--- config.mk ---
export PLATFORM = sky130hd
export DESIGN_NAME = pipe_adder_sub
export DESIGN_NICKNAME = d
export VERILOG_FILES = /design/src/rtl/pipe_adder_pkg.sv /design/src/rtl/adder_slice.sv /design/src/rtl/pipe_adder_sub.sv
export SDC_FILE = /design/constraint.sdc
export NUM_CORES = 1
export LEC_CHECK = 0
export CAP_MARGIN = 5
export CORE_MARGIN = 3
export CORE_UTILIZATION = 23
export CTS_CLUSTER_DIAMETER = 50
export DETAILED_ROUTE_END_ITERATION = 8
export PLACE_DENSITY = 0.43
export SLEW_MARGIN = 20
export SYNTH_ARGS = -nofsm -noshare
export SYNTH_HDL_FRONTEND = slang
export SYNTH_HIERARCHICAL = 1
export SYNTH_SLANG_ARGS = --single-unit
--- constraint.sdc ---
create_clock -name clk_i -period 2.7 [get_ports clk_i]
set_input_delay 0.27 -clock clk_i [delete_from_list [all_inputs] [get_ports clk_i]]
set_output_delay 0.27 -clock clk_i [all_outputs]
set_load 0.01 [all_outputs]
--- src/rtl/pipe_adder_pkg.sv ---
// Shared types and helpers for the pipelined add/subtract unit.
//   stage_ctrl_t : per-stage control bits (valid, sub, carry out of the slice)
//   slice_w()    : width of one carry-chain slice
//   MAX_STAGES   : deepest supported pipeline
package pipe_adder_pkg;

  localparam int MAX_STAGES = 8;

  typedef struct packed {
    logic valid;
    logic sub;
    logic carry;
  } stage_ctrl_t;

  function automatic int slice_w(input int width, input int stages);
    return width / stages;
  endfunction

endpackage

--- src/rtl/adder_slice.sv ---
// One combinational slice of the carry chain.
//   a, b  : W-bit operand slices (b already inverted for subtraction)
//   cin   : carry from the previous slice (or the subtract carry-in)
//   sum   : W-bit slice result
//   cout  : carry out of the slice MSB
//   ovf   : signed overflow if this slice holds the operand MSB
module adder_slice #(
  parameter int W = 16
) (
  input  logic [W-1:0] a,
  input  logic [W-1:0] b,
  input  logic         cin,
  output logic [W-1:0] sum,
  output logic         cout,
  output logic         ovf
);

  logic [W:0] total_s;

  assign total_s = {1'b0, a} + {1'b0, b} + {{W{1'b0}}, cin};
  assign sum     = total_s[W-1:0];
  assign cout    = total_s[W];
  // Overflow: operands agree in sign but the result sign differs.
  assign ovf     = (a[W-1] == b[W-1]) & (total_s[W-1] != a[W-1]);

endmodule

--- src/rtl/pipe_adder_sub.sv ---
// Pipelined add/subtract unit with valid/ready handshake.
// The carry chain is cut into STAGES equal slices with one register stage
// per slice, giving a latency of STAGES cycles and one beat per cycle.
// Optional feature: define PIPE_ADDER_SAT_EN to saturate the sum on signed
// overflow (carry_o/ovf_o unaffected).
// Ports:
//   clk_i        clock, rising edge
//   rst_i        asynchronous active-low reset
//   flush_i      synchronous squash of all in-flight beats
//   in_valid_i   operand beat valid       in_ready_o  unit accepts a beat
//   src1_i       operand A                src2_i      operand B
//   sub_i        0: A+B, 1: A-B
//   out_valid_o  result beat valid        out_ready_i consumer accepts
//   sum_o        result                   carry_o     unsigned carry-out
//   ovf_o        signed overflow
module pipe_adder_sub #(
  parameter int WIDTH  = 32,
  parameter int STAGES = 2
) (
  input  logic             clk_i,
  input  logic             rst_i,
  input  logic             flush_i,
  input  logic             in_valid_i,
  output logic             in_ready_o,
  input  logic [WIDTH-1:0] src1_i,
  input  logic [WIDTH-1:0] src2_i,
  input  logic             sub_i,
  output logic             out_valid_o,
  input  logic             out_ready_i,
  output logic [WIDTH-1:0] sum_o,
  output logic             carry_o,
  output logic             ovf_o
);

  import pipe_adder_pkg::*;

  localparam int SW = slice_w(WIDTH, STAGES);

  if ((STAGES < 1) || (STAGES > MAX_STAGES) || ((WIDTH % STAGES) != 0)) begin : g_cfg_check
    $error("pipe_adder_sub: STAGES must be 1..8 and divide WIDTH");
  end

  // Stage record: control bits, sum bits produced so far, and the operand
  // bits still waiting for later slices (carried whole for simplicity).
  typedef struct packed {
    stage_ctrl_t      ctrl;
    logic [WIDTH-1:0] sum;
    logic [WIDTH-1:0] a;
    logic [WIDTH-1:0] b;
  } stage_t;

  localparam stage_t STAGE_ZERO = stage_t'({$bits(stage_t){1'b0}});

  stage_t                   stage_r [STAGES];
  stage_t                   src_s   [STAGES];
  stage_t                   nxt_s   [STAGES];
  logic [STAGES-1:0][SW-1:0] a_sl_s;
  logic [STAGES-1:0][SW-1:0] b_sl_s;
  logic [STAGES-1:0][SW-1:0] sum_sl_s;
  logic [STAGES-1:0]         cin_s;
  logic [STAGES-1:0]         cout_s;
  logic [STAGES-1:0]         ovf_s;
  logic                      adv_s;
  logic                      ovf_r;
  logic                      unused_s;

  // The whole pipe moves together; it may move whenever the output slot
  // is empty or being drained this cycle.
  assign adv_s      = out_ready_i | ~stage_r[STAGES-1].ctrl.valid;
  assign in_ready_o = adv_s;

  // Build each slice's source record and extract its operand slice.
  always_comb begin
    src_s[0].ctrl.valid = in_valid_i;
    src_s[0].ctrl.sub   = sub_i;
    src_s[0].ctrl.carry = sub_i;
    src_s[0].sum        = {WIDTH{1'b0}};
    src_s[0].a          = src1_i;
    src_s[0].b          = sub_i ? ~src2_i : src2_i;
    for (int k = 1; k < STAGES; k++) begin
      src_s[k] = stage_r[k-1];
    end
    for (int k = 0; k < STAGES; k++) begin
      a_sl_s[k] = src_s[k].a[k*SW +: SW];
      b_sl_s[k] = src_s[k].b[k*SW +: SW];
      cin_s[k]  = src_s[k].ctrl.carry;
    end
  end

  for (genvar k = 0; k < STAGES; k++) begin : g_slice
    adder_slice #(.W(SW)) u_slice (
      .a    (a_sl_s[k]),
      .b    (b_sl_s[k]),
      .cin  (cin_s[k]),
      .sum  (sum_sl_s[k]),
      .cout (cout_s[k]),
      .ovf  (ovf_s[k])
    );
  end

  // Merge each slice result into its record; the slice position in the
  // incoming partial sum is always zero, so OR-ing places it.
  always_comb begin
    for (int k = 0; k < STAGES; k++) begin
      nxt_s[k]            = src_s[k];
      nxt_s[k].ctrl.carry = cout_s[k];
      nxt_s[k].sum        = src_s[k].sum | (WIDTH'(sum_sl_s[k]) << (k*SW));
    end
`ifdef PIPE_ADDER_SAT_EN
    if (ovf_s[STAGES-1]) begin
      nxt_s[STAGES-1].sum = src_s[STAGES-1].a[WIDTH-1] ?
                            {1'b1, {(WIDTH-1){1'b0}}} :
                            {1'b0, {(WIDTH-1){1'b1}}};
    end else begin
      nxt_s[STAGES-1].sum = src_s[STAGES-1].sum |
                            (WIDTH'(sum_sl_s[STAGES-1]) << ((STAGES-1)*SW));
    end
`endif
  end

  // Stage registers: flush beats stall, stall holds everything, data only
  // loads for valid beats so idle stages keep their last contents.
  always_ff @(posedge clk_i or negedge rst_i) begin
    if (!rst_i) begin
      for (int k = 0; k < STAGES; k++) begin
        stage_r[k] <= STAGE_ZERO;
      end
      ovf_r <= 1'b0;
    end else if (flush_i) begin
      for (int k = 0; k < STAGES; k++) begin
        stage_r[k].ctrl.valid <= 1'b0;
      end
    end else if (adv_s) begin
      for (int k = 0; k < STAGES; k++) begin
        if (nxt_s[k].ctrl.valid) begin
          stage_r[k] <= nxt_s[k];
        end else begin
          stage_r[k].ctrl.valid <= 1'b0;
        end
      end
      if (nxt_s[STAGES-1].ctrl.valid) begin
        ovf_r <= ovf_s[STAGES-1];
      end
    end
  end

  assign out_valid_o = stage_r[STAGES-1].ctrl.valid;
  assign sum_o       = stage_r[STAGES-1].sum;
  assign carry_o     = stage_r[STAGES-1].ctrl.carry;
  assign ovf_o       = ovf_r;

  // Operand leftovers in the last stage and intermediate-slice overflow
  // flags have no consumer.
  assign unused_s = ^{stage_r[STAGES-1].a, stage_r[STAGES-1].b,
                      stage_r[STAGES-1].ctrl.sub, ovf_s};

endmodule

==> results.ini, run 1 <==
[synthesis]
synth_nets = 517
syn_inst = 413
synth.avg_cell_area_sq_um = 12.1
ys_warn_count = 6
syn_area_sq_um = 5010

[sta]
finalCritPeriodShare_pct = 99.4
hold_violations = 0
rsz0062_at_grt = yes
fmax_mhz = 373
skew_ps = 6.69
worstMarginPinSlew_ps = 513
maxSlewViolCount = 0
slew_headroom_pct = 65.8
setup_viol = 0
worst_slack_ps = 17.4
fin_crit_ps = 2680
finalSetupTns_ps = 0

[route]
first_iter_violations = 106
via_per_inst = 4.33
dr.pass1.iters = 4
wl_per_cell_um = 15.1
wl_um = 12400
drc = 0
vias = 3561
drtAntennaViolNets = 0

[power]
vdd_ir_drop_max_uv = 267
leakagePower_nw = 2.88
fin_total_pwr_mw = 5.67
pwr_density_cell_nw_per_um2 = 825

[finish]
design_area_sq_um = 6870
area_growth_pct = 37.1
utilization_pct = 32.4
layout.nets = 647
num_antenna_cells = 0
final_layout_size_suffix_gt1_share_pct = 27.6

[global_routing]
use_met1_pct = 14.4
grt_overflow = 0
antenna_found_initial = 1
grt_usage_pct = 10.8
grt_max_degree = 52
met3_usage_pct = 2.87
grt_busiest_layer = met2
grt_pass1_vias = 3873
grt_pass1_wl_um = 20500
grt_util_met2_pct = 17.3

[floorplanning]
rows = 53
start_util_pct = 23.6
dieArea_sq_um = 23600
die_w_um = 154
pin_count = 106
core-area_sq_um = 21200
die_y_um = 154

[worst_setup_path]
path_max_fanout = 3
arrival_ps = 2910
crit_type = reg -> reg
worst_setup_path_end_kind = flip-flop
critPathLaunchType = flip-flop
crit_required_ps = 2930
reg2reg_depth = 9

[cts]
clockRootBuffer = clkbuf_16
cts_buffers = 9
htree_num_levels = 3
clk_pin_slew_worst_paths_ps = 70
numClockSinks = 85
clk_latency_ps = 340
cts_tree = done
ctsLongestPathBuffers = 2

[outcome]
status = finished, final reports clean

[placed_design]
place.port_buffers = 105
placed_area_sq_um = 6520
place_congestion = 0.806
dp_hpwl_um = 9140
pre_cts_slack_ps = -392

[worst_hold_path]
holdCritPathClass = in -> async

[flow_run]
cap_viol_max_count = 0

## report_power, final
group	internal (mW)	switching [mW]
logic	1.42	1.03
clock network	0.663	0.556
registers	1.73	0.269
total	3.82	1.85
## per-stage QoR
stage	cells	hold slack, ps
2_1_floorplan	413	-25.6
3_3_place_gp	804	289
3_5_place_dp	804	290
4_1_cts	822	478
5_1_grt	823	521
6_report	823	451
## state kept, by name, summed over array words and instances (netlist names), 16 cells and up
register,cells
sum_o,32
a_sl_s,16
b_sl_s,16
src_s,16
## worst paths after layout
kind	from	end	slack, ps
setup / recovery	cin_s[1]	carry_o	20
hold / removal	rst_i	sum_o[3]	450
setup reg to reg	cin_s[1]	carry_o	20
hold reg to reg	nxt_s[98]	out_valid_o	500
max in group asynchronous	rst_i	sum_o[27]	1600
min in group clk_i	nxt_s[98]	out_valid_o	500
## routing by layer
layer / wire length [um] / part of all wire, % / vias to the layer above
li1: - / - / 1750
met1: 5950 / 48 / 1733
met2: 5820 / 47 / 66
met3: 499 / 4.0 / 10
met4: 131 / 1.1 / 2
met5: 13 / 0.10 / -
## critical path, cell delays in order, from the launching register on
cell and delay (ps):
dfrtp_1 410, fa_2 410, fa_2 390, a211oi_2 240, o21bai_2 100, o21ai_2 200, o21ai_2 80, a221o_1 320
a21o_1 180, mux2_4 250
## timing repair
| action | 4_1_cts | 5_1_grt |
|---|---|---|
| gates cloned | 0 | 0 |
| setup buffers | 1 | 1 |
| hold buffers | 1 | 0 |
| resized for setup | 2 | 7 |
| pin swaps | 6 | 6 |
| setup endpoints to repair | 3 | 4 |
| hold endpoints to repair | 34 | 0 |
## cells in the final DEF, fill, tap and decap left out, types with 2 or more instances in the layout
| master | n |
|---|---|
| o21ai_2 | 4 |
| a21o_1 | 10 |
| a31oi_1 | 2 |
| and3_1 | 3 |
| o21ai_1 | 3 |
| a211oi_4 | 2 |
| xnor2_1 | 17 |
| fa_2 | 4 |
| a211o_1 | 2 |
| inv_6 | 3 |
| inv_1 | 6 |
| buf_12 | 3 |
| o21bai_1 | 4 |
| o211ai_1 | 3 |
| nor2_1 | 11 |
| nand2_1 | 15 |
| ha_1 | 30 |
| clkbuf_16 | 9 |
| o211ai_2 | 2 |
| nand2b_1 | 2 |
| mux2_2 | 82 |
| a21oi_1 | 25 |
| xor2_1 | 42 |
| dfrtp_1 | 85 |
| clkdlybuf4s50_1 | 103 |
| nand3_1 | 8 |
| o21ai_0 | 11 |
| nor2b_1 | 2 |
| buf_4 | 26 |
| clkinv_4 | 2 |
## area by class of cell
cell class,instances,area [sq um]
clock buffers,10,239
well taps,275,344
flip-flops and latches,85,2130
inverters,6,22.5
clock inverters,6,51.3
fillers,2188,14300
repair buffers,134,1300
multi-input cells,307,2790
Power figures use the tool's default switching activity.
==> run 2: changes to the inputs <==
CORE_UTILIZATION = 40   (was 23)
PLACE_DENSITY = unset   (was 0.43)
PLACE_DENSITY_LB_ADDON = 0.12   (was unset)
==> run 2 against run 1 <==
The run now ends with negative hold slack left. Final cell count shrank 15%. Utilization grew 23 points. Critical path depth is the same. Fmax grew 1.1%. Global-route usage grew 5.5 points. Non-clock buffer count shrank 11. Via count shrank 0.31%. Clock skew shrank 2.1 ps. Sequential share of layout area grew 0.99 points. Critical path type unchanged. Critical endpoint unchanged. Largest cell class unchanged. Highest routed layer is now met4.
==> results.ini, run 2 (same netlist as run 1, synthesis figures left out) <==
[outcome]
status = finished with violations
violations = negative hold slack

[cts]
cts_buffers = 9  ; unchanged
clk_latency_ps = 330  ; about the same
numClockSinks = 85  ; unchanged
ctsLongestPathBuffers = 2  ; unchanged
cts_tree = done
htree_num_levels = 3  ; unchanged
cts_hold_buf = 0  ; -1
postCtsSetupRepairBufs = 0  ; -1
clk_pin_slew_worst_paths_ps = 60  ; about the same
clockRootBuffer = clkbuf_16

[sta]
fin_hold_ws_ps = -3.36  ; -455 ps
setup_viol = 0  ; unchanged
fin_crit_ps = 2650  ; -28.6 ps
finalSetupTns_ps = 0  ; unchanged
worstMarginPinSlew_ps = 753  ; +240 ps
rsz0062_at_grt = yes
hold_violations = 5  ; +5
slew_headroom_pct = 49.8  ; -16 points
fmax_mhz = 377  ; +1.1%
maxSlewViolCount = 0  ; unchanged
finalCritPeriodShare_pct = 98.3  ; -1.1 points
skew_ps = 4.60  ; -2.09 ps
worst_slack_ps = 46.0  ; +28.6 ps

[global_routing]
grt_overflow = 0  ; unchanged
grt_usage_pct = 16.3  ; +5.5 points
grt_max_degree = 59  ; +13%
grt_pass1_vias = 3834  ; -1.0%
grt_pass1_wl_um = 18500  ; -9.6%
antenna_found_initial = 0  ; -1

[floorplanning]
start_util_pct = 41.4  ; +18 points
dieArea_sq_um = 13900  ; -41%
pin_count = 106  ; unchanged
die_y_um = 118  ; -23%
rows = 40  ; -25%
die_w_um = 118  ; -23%
core-area_sq_um = 12100  ; -43%

[finish]
num_antenna_cells = 0  ; unchanged
layout.nets = 636  ; -1.7%
fill_cells = 1074  ; -51%
final_layout_size_suffix_gt1_share_pct = 25.8  ; -1.7 points
largest_register_ffs = 32  ; unchanged
area_growth_pct = 32.9
design_area_sq_um = 6660  ; -3.1%
final_cell_mix = clkdlybuf4s50_1, dfrtp_1, mux2_2, xor2_1, ha_1
layout_commonest_cell = clkdlybuf4s50_1

[route]
via_per_inst = 5.06  ; +17%
wl_per_cell_um = 15.2  ; +0.70%
drc = 0  ; unchanged
dr.pass1.iters = 4  ; unchanged
drtAntennaViolNets = 0  ; unchanged
vias = 3550  ; -0.31%
first_iter_violations = 178  ; +68%
wl_um = 10700  ; -14%

[power]
power.switching_mw = 1.73  ; -6.7%
leakagePower_nw = 2.83  ; -1.7%
p_int_mw = 3.87  ; +1.4%
pwr-share-seq_pct = 35.4  ; about the same
p_clk_share_pct = 21.5  ; about the same
vdd_ir_drop_max_uv = 412  ; +54%
pwr_density_cell_nw_per_um2 = 841  ; +2.0%
pwr-share-comb_pct = 43.2  ; about the same
p_sw_share_pct = 30.9  ; -1.8 points

[placed_design]
placed_area_sq_um = 6330  ; -3.0%
pre_cts_slack_ps = -313  ; +78.9 ps
dp_hpwl_um = 8040  ; -12%
place.port_buffers = 105  ; unchanged
place_congestion = 0.880  ; +9.1%

[worst_setup_path]
cp_slowest_stage_delay_ps = 400  ; about the same
crit_family = compound AO/OA/AOI/OAI gates
worst_setup_path_end_kind = flip-flop
crit_chain = fa_2 -> fa_2 -> a211oi_2 -> o21bai_2 -> o21ai_2 -> o21ai_2 -> a221o_1 -> a21o_1 -> mux2_4
crit_type = reg -> reg
arrival_ps = 2870  ; -40 ps
critPathLaunchType = flip-flop
crit_required_ps = 2920  ; about the same
slowest_stage = dfrtp_1
cp_num_buf_inv = 0  ; unchanged
path_max_fanout = 2  ; -1

[flow_run]
cap_viol_max_count = 0  ; unchanged

[worst_hold_path]
holdCritPathClass = in -> async

## run 2: path summary, 6_finish.rpt
path                       startpoint         to  slack [ps]  cells past startpoint
setup / recovery           a_sl_s[16]    carry_o          50                      9
hold / removal                  rst_i  src_s[67]          -3                      1
max in group asynchronous       rst_i  src_s[78]        2070                      2
setup reg to reg           a_sl_s[16]    carry_o          50                      9
hold reg to reg             src_s[67]  src_s[67]         500                      1
min in group clk_i          src_s[67]  src_s[67]         500                      1
## run 2: worst reg2reg max path, stage by stage, from the launching register on
cell,delay (ps)
dfrtp_1,400
fa_2,400
fa_2,360
a211oi_2,210
o21bai_2,110
o21ai_2,220
o21ai_2,100
a221o_1,320
a21o_1,170
mux2_4,250
## run 2: metrics by stage
stage | utilization (%) | cells | power [mW]
after floorplan | - | 413 | 3.38
after global placement | 52.2 | 689 | 4.36
after detailed placement | 52.2 | 689 | 4.40
after CTS | 54.6 | 702 | 5.65
after global routing | 55.0 | 702 | 6.00
final | 55.0 | 702 | 5.61
## run 2: timing repair
action,4_1_cts,5_1_grt
gates resized for setup,1,9
setup endpoints to repair,2,4
pin swaps,2,7
## run 2: cell type report
cell class	count	area [sq um]	share of cell area, %
clock inverters	2	35.0	0.526
multi-input cells	307	2800	42.0
flip-flops and latches	85	2130	31.9
repair buffers	123	1220	18.3
clock buffers	11	253	3.79
well taps	168	210	3.16
inverters	6	22.5	0.338
## run 2: power by group through the flow
stage / Clock (mW) / Sequential [mW] / Combinational [mW]
finish: 1.20 / 1.98 / 2.42
global route: 1.30 / 2.05 / 2.66
CTS: 1.25 / 1.99 / 2.41
detailed placement: 0 / 2.01 / 2.40
global placement: 0 / 1.99 / 2.36
floorplan: 0 / 2.07 / 1.30
## run 2: routing by layer
metal / vias to the layer above / share of wire (%) / track usage, %
met5: - / 0 / 0
li1: 1720 / - / -
met4: 0 / 1.5 / 4.69
met3: 13 / 4.1 / 4.04
met1: 1742 / 46 / 21.6
met2: 75 / 48 / 26.5
==> run 3: changes to the inputs <==
CELL_PAD_IN_SITES_DETAIL_PLACEMENT = 0   (was unset)
CELL_PAD_IN_SITES_GLOBAL_PLACEMENT = 1   (was unset)
CORE_UTILIZATION = 37   (was 40)
SETUP_SLACK_MARGIN = 0.02   (was unset)
==> run 3 against run 2 <==
The flow now finishes without violations. Clock power hardly changed. Final area is 1.3% higher. Register-to-register slack better by 20 ps. Largest cell class unchanged.
==> results.ini, run 3 (same netlist as run 1, synthesis figures left out) <==
[outcome]
status = finished, final reports clean

[worst_setup_path]
path_max_fanout = 3  ; +1
arrival_ps = 2840  ; -30 ps
crit_required_ps = 2910  ; about the same
crit_type = reg -> reg
worst_setup_path_end_kind = flip-flop
startpoint = a_sl_s[16]
r2r-start = a_sl_s[16]
critPathLaunchType = flip-flop

[power]
vdd_ir_drop_max_uv = 421  ; +2.3%
pwr_density_cell_nw_per_um2 = 837  ; -0.48%
fin_total_pwr_mw = 5.65  ; +0.85%
leakagePower_nw = 2.88  ; +1.7%

[finish]
layout.nets = 646  ; +1.6%
final_layout_size_suffix_gt1_share_pct = 27.1  ; +1.2 points
seq_area_sq_um = 2130  ; unchanged
utilization_pct = 52.2  ; -2.8 points
largest_register_ffs = 32  ; unchanged
final_cell_mix = clkdlybuf4s50_1, dfrtp_1, mux2_2, xor2_1, ha_1
fill_cells = 1204  ; +12%
area_growth_pct = 34.7
layout_commonest_cell = clkdlybuf4s50_1
multi_input_area_sq_um = 2810  ; +0.58%
num_antenna_cells = 0  ; unchanged

[cts]
ctsLongestPathBuffers = 2  ; unchanged
numClockSinks = 85  ; unchanged
cts_tree = done
clockRootBuffer = clkbuf_16
clk_latency_ps = 330  ; about the same
cts_buffers = 9  ; unchanged
clk_pin_slew_worst_paths_ps = 60  ; about the same
htree_num_levels = 3  ; unchanged

[floorplanning]
rows = 41  ; +2.5%
dieArea_sq_um = 15000  ; +7.7%
core-area_sq_um = 12900  ; +6.7%
start_util_pct = 38.8  ; -2.6 points
die_y_um = 122  ; +3.8%
die_w_um = 122  ; +3.8%
pin_count = 106  ; unchanged

[sta]
worstMarginPinSlew_ps = 557  ; -195 ps
fin_hold_ws_ps = 477  ; +481 ps
setup_viol = 0  ; unchanged
skew_ps = 5.93  ; +1.33 ps
fmax_mhz = 380  ; +0.81%
finalCritPeriodShare_pct = 97.5  ; -0.79 points
maxSlewViolCount = 0  ; unchanged
hold_violations = 0  ; -5
slew_headroom_pct = 62.9  ; +13 points
rsz0062_at_grt = yes
fin_crit_ps = 2630  ; -21.3 ps
worst_slack_ps = 67.3  ; +21.3 ps

[worst_hold_path]
holdCritPathClass = in -> async

[global_routing]
antenna_found_initial = 0  ; unchanged
grt_max_degree = 51  ; -14%
grt_pass1_wl_um = 18300  ; -0.82%
grt_overflow = 0  ; unchanged
grt_pass1_vias = 3726  ; -2.8%
grt_usage_pct = 15.5  ; -0.83 points

[flow_run]
cap_viol_max_count = 0  ; unchanged

[route]
drc = 0  ; unchanged
first_iter_violations = 129  ; -28%
drtAntennaViolNets = 0  ; unchanged
vias = 3542  ; -0.23%
wl_um = 11100  ; +3.8%
dr.pass1.iters = 4  ; unchanged
via_per_inst = 4.93  ; -2.6%
wl_per_cell_um = 15.4  ; +1.3%

[placed_design]
dp_hpwl_um = 8310  ; +3.4%
place.port_buffers = 105  ; unchanged
place_congestion = 0.840  ; -4.5%
pre_cts_slack_ps = -298  ; +14.4 ps

==> run 3: cell count changes in the layout (fill, tap and decap cells not counted), sizes merged <==
cell and change:
buf +9, clkbuf +4, clkdlybuf4s50 -1, clkinv -1, dlygate4sd3 +1, dlymetal6s2s +1
==> run 3: stage by stage <==
stage	TNS (ps)	cells	instance area (sq um)
2_1_floorplan	0	413	5030
3_3_place_gp	-671	699	6370
3_5_place_dp	-988	699	6370
4_1_cts	0	717	6680
5_1_grt	-154	719	6750
6_report	0	719	6750
==> run 3: final cells by class <==
cell class	instances	area share (%)
Clock buffer	15	3.82
Clock inverter	1	0.445
Inverter	6	0.334
Multi-Input combinational cell	307	41.7
Sequential cell	85	31.5
Tap cell	172	3.19
Timing Repair Buffer	133	19.0
==> run 3: worst max-delay path: stages, from the launching register on <==
cell	delay, ps
dfrtp_1	400
fa_2	410
fa_2	360
a211oi_2	220
o21bai_2	100
o21ai_2	200
buf_4	160
o221ai_1	130
a21oi_1	190
xnor2_1	90
mux2_2	260
==> run 3: where the power goes <==
part	total [mW]	switching [mW]	internal, mW
clock network	1.21	0.468	0.745
logic	2.44	1.03	1.42
registers	2.00	0.263	1.73
==> run 3: per-layer routing <==
| metal | GRT usage [%] | share of wire [%] | vias to the layer above |
|---|---|---|---|
| li1 | - | - | 1742 |
| met4 | 4.34 | 1.1 | 0 |
| met1 | 20.4 | 47 | 1710 |
| met2 | 24.8 | 46 | 83 |
| met3 | 4.61 | 5.6 | 7 |
| met5 | 0 | 0 | - |
==> run 3: final timing paths <==
kind                       cells after the start  slack [ps]   endpoint
setup / recovery                              10          70  sum_o[30]
hold reg to reg                                1         500  src_s[66]
hold / removal                                 2         480   sum_o[2]
setup reg to reg                              10          70  sum_o[30]
min in group clk_i                             1         500  src_s[66]
max in group asynchronous                      3        1580   sum_o[6]
==> run 3: what timing repair did <==
action,CTS,global route
pin swaps,2,10
endpoints found under the hold margin,41,0
setup endpoints to repair,2,5
setup buffers,1,2
gates resized for setup,1,12
hold buffers,1,0
